<file path="config.mk">
export PLATFORM = sky130hd
export DESIGN_NAME = dequantizer_flat
export DESIGN_NICKNAME = d
export VERILOG_FILES = /design/src/rtl/dequantizer_if.sv /design/src/rtl/dequantizer.sv /design/src/flat_wrapper.sv
export SDC_FILE = /design/constraint.sdc
export NUM_CORES = 1
export LEC_CHECK = 0
export ABC_CLOCK_PERIOD_IN_PS = 2100
export BUFFER_PORTS_ARGS = -buffer_cell sky130_fd_sc_hd__buf_2
export CAP_MARGIN = 20
export CORE_ASPECT_RATIO = 0.5
export CORE_MARGIN = 4
export CORE_UTILIZATION = 50
export CTS_CLUSTER_SIZE = 24
export DETAILED_ROUTE_END_ITERATION = 6
export HOLD_SLACK_MARGIN = 0.02
export MAX_ROUTING_LAYER = met4
export PLACE_DENSITY = 0.78
export SYNTH_ARGS = -nofsm -noshare
export SYNTH_HDL_FRONTEND = slang
export SYNTH_SLANG_ARGS = --single-unit
</file>
<file path="constraint.sdc">
create_clock -name clk_i -period 2.1 [get_ports clk_i]
set_input_delay 0.21 -clock clk_i [delete_from_list [all_inputs] [get_ports clk_i]]
set_output_delay 0.21 -clock clk_i [all_outputs]
set_load 0.02 [all_outputs]
</file>
<file path="src/rtl/dequantizer_if.sv">
// +----------------------------------------------------------------------------+
// | Module      : dequantizer_if                                               |
// | Description : Stream bundle for the dequantizer. The slave modport is the  |
// |               dequantizer view (narrow beats in, wide beats out); the      |
// |               master modport is the surrounding datapath view.             |
// | Signals     : shift_i  [SHIFT_BW] per-frame left shift (frame start only)  |
// |               data_i   [O_BW]     signed narrow sample                     |
// |               valid_i/last_i/ready_o  upstream handshake                   |
// |               data_o   [I_BW]     signed widened, saturated sample         |
// |               valid_o/last_o/ready_i  downstream handshake                 |
// |               sat_count_o [16]    only with DEQUANT_SAT_COUNT_EN defined   |
// | Revision    : 1.0  initial release                                         |
// +----------------------------------------------------------------------------+
`default_nettype none

interface dequantizer_if #(
  parameter int I_BW     = 32,
  parameter int O_BW     = 8,
  parameter int SHIFT_BW = $clog2(I_BW)
);
  logic [SHIFT_BW-1:0] shift_i;
  logic [O_BW-1:0]     data_i;
  logic                valid_i;
  logic                last_i;
  logic                ready_o;
  logic [I_BW-1:0]     data_o;
  logic                valid_o;
  logic                last_o;
  logic                ready_i;
`ifdef DEQUANT_SAT_COUNT_EN
  logic [15:0]         sat_count_o;
`endif

  modport slave (
    input  shift_i, data_i, valid_i, last_i, ready_i,
    output ready_o, data_o, valid_o, last_o
`ifdef DEQUANT_SAT_COUNT_EN
    , output sat_count_o
`endif
  );

  modport master (
    output shift_i, data_i, valid_i, last_i, ready_i,
    input  ready_o, data_o, valid_o, last_o
`ifdef DEQUANT_SAT_COUNT_EN
    , input sat_count_o
`endif
  );
endinterface

`default_nettype wire

</file>
<file path="src/rtl/dequantizer.sv">
// +----------------------------------------------------------------------------+
// | Module      : dequantizer                                                  |
// | Description : Streaming inverse of the output quantizer. Sign-extends a    |
// |               signed O_BW-bit sample, shifts it left by a per-frame amount |
// |               and saturates into a signed I_BW-bit result. Two-stage       |
// |               elastic pipeline, 2-cycle latency, 1 beat/cycle.             |
// | Ports       : clk_i    clock                                               |
// |               rst_n_i  asynchronous active-low reset                       |
// |               bus      dequantizer_if.slave stream bundle                  |
// | Options     : DEQUANT_SAT_COUNT_EN adds bus.sat_count_o, a per-frame       |
// |               count of clamped beats (holds at 0xFFFF).                    |
// | Revision    : 1.0  initial release                                         |
// +----------------------------------------------------------------------------+
`default_nettype none

module dequantizer #(
  parameter int I_BW     = 32,
  parameter int O_BW     = 8,
  parameter int SHIFT_BW = $clog2(I_BW)
) (
  input  wire logic       clk_i,
  input  wire logic       rst_n_i,
  dequantizer_if.slave    bus
);

  localparam int c_WIDE = I_BW + O_BW;

  // Saturation bounds expressed at the full intermediate width.
  localparam logic signed [c_WIDE-1:0] c_MAX_WIDE = {{(O_BW+1){1'b0}}, {(I_BW-1){1'b1}}};
  localparam logic signed [c_WIDE-1:0] c_MIN_WIDE = {{(O_BW+1){1'b1}}, {(I_BW-1){1'b0}}};
  localparam logic [I_BW-1:0]          c_MAX_OUT  = {1'b0, {(I_BW-1){1'b1}}};
  localparam logic [I_BW-1:0]          c_MIN_OUT  = {1'b1, {(I_BW-1){1'b0}}};

  typedef enum logic [0:0] {
    ST_START    = 1'b0,
    ST_IN_FRAME = 1'b1
  } state_t;

  state_t              r_state;
  logic [SHIFT_BW-1:0] r_shift_q;

  logic                r_s1_valid;
  logic [I_BW-1:0]     r_s1_data;
  logic [SHIFT_BW-1:0] r_s1_shift;
  logic                r_s1_last;

  logic                r_s2_valid;
  logic [I_BW-1:0]     r_s2_data;
  logic                r_s2_last;

  logic                w_s2_ready;
  logic                w_s2_load;
  logic                w_s1_ready;
  logic                w_in_fire;
  logic [SHIFT_BW-1:0] w_shift;
  logic signed [c_WIDE-1:0] w_ext;
  logic signed [c_WIDE-1:0] w_wide;
  logic                w_sat_hi;
  logic                w_sat_lo;
  logic [I_BW-1:0]     w_result;

  // Elastic handshake: each stage may load when empty or draining this cycle.
  assign w_s2_ready = !r_s2_valid || bus.ready_i;
  assign w_s2_load  = r_s1_valid && w_s2_ready;
  assign w_s1_ready = !r_s1_valid || w_s2_load;
  // Gated by the reset pin so the block advertises no space while held in reset.
  assign bus.ready_o = rst_n_i && w_s1_ready;
  assign w_in_fire   = bus.valid_i && w_s1_ready;

  // The first beat of a frame uses the live shift; later beats use the latched one.
  assign w_shift = (r_state == ST_START) ? bus.shift_i : r_shift_q;

  // Frame FSM: latch the shift on the first accepted beat of each frame.
  always_ff @(posedge clk_i or negedge rst_n_i) begin
    if (!rst_n_i) begin
      r_state   <= ST_START;
      r_shift_q <= '0;
    end else if (w_in_fire) begin
      case (r_state)
        ST_START: begin
          r_shift_q <= bus.shift_i;
          if (!bus.last_i) r_state <= ST_IN_FRAME;
        end
        ST_IN_FRAME: begin
          if (bus.last_i) r_state <= ST_START;
        end
        default: r_state <= ST_START;
      endcase
    end
  end

  // Stage 1: sign-extended sample, its shift and frame marker.
  always_ff @(posedge clk_i or negedge rst_n_i) begin
    if (!rst_n_i) begin
      r_s1_valid <= 1'b0;
      r_s1_data  <= '0;
      r_s1_shift <= '0;
      r_s1_last  <= 1'b0;
    end else if (w_s1_ready) begin
      r_s1_valid <= w_in_fire;
      if (w_in_fire) begin
        r_s1_data  <= {{(I_BW-O_BW){bus.data_i[O_BW-1]}}, bus.data_i};
        r_s1_shift <= w_shift;
        r_s1_last  <= bus.last_i;
      end
    end
  end

  // Shift at I_BW+O_BW bits so no significant bit is lost before the clamp test.
  assign w_ext    = $signed({{O_BW{r_s1_data[I_BW-1]}}, r_s1_data});
  assign w_wide   = w_ext <<< r_s1_shift;
  assign w_sat_hi = (w_wide > c_MAX_WIDE);
  assign w_sat_lo = (w_wide < c_MIN_WIDE);

  always_comb begin
    w_result = w_wide[I_BW-1:0];
    if (w_sat_hi)      w_result = c_MAX_OUT;
    else if (w_sat_lo) w_result = c_MIN_OUT;
  end

  // Stage 2: saturated result, drives the output port directly.
  always_ff @(posedge clk_i or negedge rst_n_i) begin
    if (!rst_n_i) begin
      r_s2_valid <= 1'b0;
      r_s2_data  <= '0;
      r_s2_last  <= 1'b0;
    end else if (w_s2_ready) begin
      r_s2_valid <= r_s1_valid;
      if (r_s1_valid) begin
        r_s2_data <= w_result;
        r_s2_last <= r_s1_last;
      end
    end
  end

  assign bus.data_o  = r_s2_data;
  assign bus.valid_o = r_s2_valid;
  assign bus.last_o  = r_s2_last;

`ifdef DEQUANT_SAT_COUNT_EN
  logic [15:0] r_sat_cnt;
  logic [15:0] w_cnt_base;
  logic        w_cnt_inc;
  logic        w_out_last_fire;

  // Consuming the last beat restarts the count; a clamped beat of the next
  // frame entering S2 on that same edge still gets counted.
  assign w_out_last_fire = r_s2_valid && bus.ready_i && r_s2_last;

  always_comb begin
    w_cnt_base = w_out_last_fire ? 16'd0 : r_sat_cnt;
    w_cnt_inc  = w_s2_load && (w_sat_hi || w_sat_lo) && (w_cnt_base != 16'hFFFF);
  end

  always_ff @(posedge clk_i or negedge rst_n_i) begin
    if (!rst_n_i) r_sat_cnt <= '0;
    else          r_sat_cnt <= w_cnt_base + {15'd0, w_cnt_inc};
  end

  assign bus.sat_count_o = r_sat_cnt;
`endif

endmodule

`default_nettype wire
</file>
<file path="src/flat_wrapper.sv">
// flat-port wrapper written by rule: the top's interface ports become plain ports
module dequantizer_flat 
#(
  parameter int I_BW     = 32,
  parameter int O_BW     = 8,
  parameter int SHIFT_BW = $clog2(I_BW)
)
  (clk_i, rst_n_i, bus_shift_i, bus_data_i, bus_valid_i, bus_last_i, bus_ready_i, bus_ready_o, bus_data_o, bus_valid_o, bus_last_o);
  dequantizer_if #(.I_BW(I_BW), .O_BW(O_BW), .SHIFT_BW(SHIFT_BW)) bus_i ();
  input  wire logic clk_i;
  input  wire logic rst_n_i;
  input wire logic [$bits(bus_i.shift_i)-1:0] bus_shift_i;
  input wire logic [$bits(bus_i.data_i)-1:0] bus_data_i;
  input wire logic [$bits(bus_i.valid_i)-1:0] bus_valid_i;
  input wire logic [$bits(bus_i.last_i)-1:0] bus_last_i;
  input wire logic [$bits(bus_i.ready_i)-1:0] bus_ready_i;
  output wire logic [$bits(bus_i.ready_o)-1:0] bus_ready_o;
  output wire logic [$bits(bus_i.data_o)-1:0] bus_data_o;
  output wire logic [$bits(bus_i.valid_o)-1:0] bus_valid_o;
  output wire logic [$bits(bus_i.last_o)-1:0] bus_last_o;
  assign bus_i.shift_i = bus_shift_i;
  assign bus_i.data_i = bus_data_i;
  assign bus_i.valid_i = bus_valid_i;
  assign bus_i.last_i = bus_last_i;
  assign bus_i.ready_i = bus_ready_i;
  assign bus_ready_o = bus_i.ready_o;
  assign bus_data_o = bus_i.data_o;
  assign bus_valid_o = bus_i.valid_o;
  assign bus_last_o = bus_i.last_o;
  dequantizer #(.I_BW(I_BW), .O_BW(O_BW), .SHIFT_BW(SHIFT_BW)) u_core (.clk_i(clk_i), .rst_n_i(rst_n_i), .bus(bus_i));
endmodule
</file>
# [After elaboration in Yosys (flattened, before gate mapping)]
# Cells that the tools add are included.
[op_classes] add_sub_neg=0 multipliers=0 div=0 order_cmp=2 n_eq_ne=0 shift=1 mux=4 n_bitwise=0 n_reduce_logical=9
[op_table] operator="2-to-1 mux 32 bit" n=2
[op_table] operator="> comparator 40 x 32 -> 1 bit (second input constant)" n=1
[op_table] operator="less-than comparator 40 x 32 -> 1 bit (second input constant)" n=1
[op_table] operator="<<< shifter 8 x 5 -> 40 bit" n=1
[op_table] operator="2-to-1 mux 5 bit" n=1
[op_table] operator="AND reduction 2 bit" n=2
[op_table] operator="logical AND 1 bit" n=3
[op_table] operator="logical NOT 1 bit" n=2
[op_table] operator="logical OR 1 bit" n=2
[op_table] operator="2-to-1 mux 1 bit" n=1
[totals] regBits=55 latchBits=0 mem_bits_rw=0 romBits=0 in_bits=18 out_inout_bits=35 wordCells=25 n_memories=0

# [Depth between registers and ports, before layout]
[depth] ltp_word=6 depth_mapped=9

# [Least setup slack after synthesis]
# Ideal clock, no wire load.
[synth_timing] kind="register -> register" startpoint="reg (tool-made name)" endpoint="reg u_core.r_s2_data[18] (netlist: u_core.bus.data_o[18])" setup_time_ps=121 arrival_ps=2113 t_required_ps=1979 path_slack_ps=-134 stages_incl_launch_ff=9 path_buffers=2 period_less_slack_ps=2234 path_cell_list="dfrtp_1 -> buf_6 -> mux2_4 -> mux4_2 -> a21oi_2 -> a41oi_1 -> nand2b_4 -> buf_6 -> o22a_1"
[synth_lines] element="to (signal assigned)" line="dequantizer.sv:130" text="r_s2_data <= w_result;"
[synth_lines] element="to (decl)" line="dequantizer.sv:48" text="logic [I_BW-1:0] r_s2_data;"

==> qor.yml <==
synth-seq-cells: 50
worstPathMaxFanout: 7
yosys.area.top_type: "dfrtp_1"
ant_nets: 0
antenna_found_initial: 0
clock_path_buffers: 2
p_per_area_nw_per_um2: 1350
cts_tree: "built"
fin_nets: 377
viasPerCell: 5.79
gp_congestion: 0.963
rows: 18
slew_headroom_pct: 44.1
startpoint_type: "flop"
synth_edf_count: 0
hold_path_class: "input port to asynchronous set/reset pin"
final.min_clock_period_ns: 2.21
seq_area_frac_synth_pct: 45.0
end_kind: "flop"
numPortBuffers: 52
ios: 53
post-place-ws_ns: -0.280
grt_pass1_vias: 2478
diodes: 0
p_total_uw: 4860
post-synth-top-count-cell: "dfrtp_1"
wl_per_cell_um: 18.0
hold_violations: 0
start_util_pct: 54.1
async_reset_ff_share_pct: 100
grt_pass1_wl_um: 12600
dpl-instance-area_um2: 3370
p_leak_uw: 0.00161
die_w_um: 113
clock-sinks: 50
p_int_uw: 2830
reg2regPathDepth: 6
first_pass_iters: 4
syn_nets: 293
p_seq_share_pct: 30.4
vias: 2491
fin_skew_ns: 0.00651
criticalPathCategory: "flop to flop"
dieArea_um2: 6880
die_h_um: 60.7
drv_cap: 0
drive_gt1_share_pct: 41.9
core_area_um2: 5130
setup_viol_count_final: 31
synth_flop_cell: "dfrtp_1"
grt-ovfl-total: 0
layout_setup_ws_ns: -0.114
synth_cell_type_count: 47
final_area_um2: 3600
drtIter0Drc: 241
cts_hold_buf: 0
pwr-share-comb_pct: 55.8
grt_max_degree: 51
period_share_pct: 105
swShare_pct: 41.9
p_sw_uw: 2040
grtUsageTotal_pct: 24.4
htree_levels: 2
postCtsSetupBuffers: 0
rr_endpoint: "u_core.bus.data_o[12]"
netlist_instances: 275
hpwl_um: 5640
route.detailed.drc: 0
rsz0062_at_grt: "true"
synth_top_area_share_pct: 45.0
worstPathRequired_ns: 2.30
path_clk_slew_ns: 0.09
cts_made_buffers: 5
synth_area_leaders: "dfrtp_1 (45%), mux2_2 (8.1%), o22a_1 (7.6%)"
routed_wl_um: 7740
cp_data_arrival_time_ns: 2.41
syn_area_um2: 2780
outcome: "finished with violations"
avgSynthCellArea_um2: 10.1
synth_commonest_cells: "dfrtp_1 (50), nor2_1 (28), o22a_1 (24)"
timing.fmax_ghz: 0.452
yosysWarnings: 0
tightest_slew_ns: 0.838
areaGrowthSynthToFinish_pct: 29.7
violations: "negative setup slack"
clkLatencyLatePin_ns: 0.30
p_clk_share_pct: 13.8
max-vdd-ir-drop_v: 0.000676
maxSlewViolCount: 0
ff2ff_setup_slack_ns: -0.11
cts-root-buf: "clkbuf_8"
-- metrics by stage --
stage	util (%)	std cells	hold slack, ns	TNS, ns
floorplan	-	275	-0.0856	-2.21
detailed placement	65.6	419	0.392	-7.28
CTS	69.7	430	0.0629	-3.89
global placement	65.6	419	0.375	-4.71
finish	70.2	430	0.0316	-3.13
global route	70.2	430	0.0922	-5.63
-- timing repair --
action	4_1_cts	5_1_grt
resized for setup	18	5
gates cloned	3	0
setup endpoints to repair	31	31
pin swaps	6	2
-- metal layers --
| layer | up-vias | track usage, % | routed length, µm |
|---|---|---|---|
| li1 | 1171 | - | - |
| met5 | - | - | 0 |
| met4 | 0 | 4.79 | 48 |
| met2 | 110 | 38.0 | 3370 |
| met3 | 7 | 4.38 | 597 |
| met1 | 1203 | 34.2 | 3720 |
-- layout make-up --
| class | instances | area, µm² |
|---|---|---|
| clock buffer | 7 | 76.3 |
| clock inverter | 1 | 30.0 |
| fill | 401 | 1530 |
| inverter | 3 | 11.3 |
| multi-input combinational | 203 | 1540 |
| sequential | 50 | 1250 |
| tap | 70 | 87.6 |
| timing repair buffer | 96 | 607 |
-- how the worst max path moves through the flow --
stage                                        to  cells after the start  from  slack [ns]
after floorplan            u_core.bus.data_o[4]                      8  flop       -0.08
after global placement    u_core.bus.data_o[11]                      7  flop       -0.19
after global routing      u_core.bus.data_o[25]                      9  flop       -0.21
after CTS                 u_core.bus.data_o[13]                      6  flop       -0.14
final                     u_core.bus.data_o[12]                      6  flop       -0.11
after detailed placement  u_core.bus.data_o[10]                      7  flop       -0.28
-- state kept, by name, summed over array words and instances (netlist names), named ones only --
register	count
u_core.bus.last_o	1
u_core.bus.data_o	32
u_core.bus.valid_o	1
u_core.r_s1_valid	1
u_core.r_state	1
u_core.r_s1_data	8
u_core.r_s1_last	1
-- kinds of logic (layout without fill, tap and decap cells) --
kind of cell           after synthesis  after routing  synth area share, %
buffers and inverters               25            107                 4.28
muxes                               34             34                 14.6
AOI/OAI and AO/OA                   80             80                 20.9
DFF                                 50             50                 45.0
and+or+nand+nor                     86             89                 15.2
-- power by group through the flow --
stage / clock network, µW / logic (µW) / registers, µW
final: 670 / 2710 / 1480
after global routing: 723 / 2900 / 1520
after CTS: 680 / 2650 / 1480
after detailed placement: 0 / 2510 / 1490
after global placement: 0 / 2470 / 1470
after floorplan: 0 / 1280 / 1740
-- cell usage in the layout (no fill, tap or decap), drive strengths merged, types with 3 or more instances in the layout --
master / netlist / routed
o22ai: 6 / 6
clkbuf: 15 / 7
and2: 6 / 6
nand3: 4 / 4
mux2: 23 / 23
inv: 3 / 3
o22a: 24 / 24
o21ai: 8 / 8
nand2: 19 / 19
mux2i: 9 / 9
dfrtp: 50 / 50
nor3: 3 / 3
buf: 7 / 96
nand2b: 8 / 11
a21oi: 19 / 19
and3: 3 / 3
nor2: 28 / 28
nor2b: 9 / 9
-- critical path, cell delays in order, from the launching register on --
cell,delay (ns)
dfrtp_2,0.48
mux2_4,0.32
mux4_2,0.53
a21oi_4,0.19
a41oi_4,0.17
nand2b_4,0.21
o22a_1,0.21
Power figures use the tool's default switching activity.
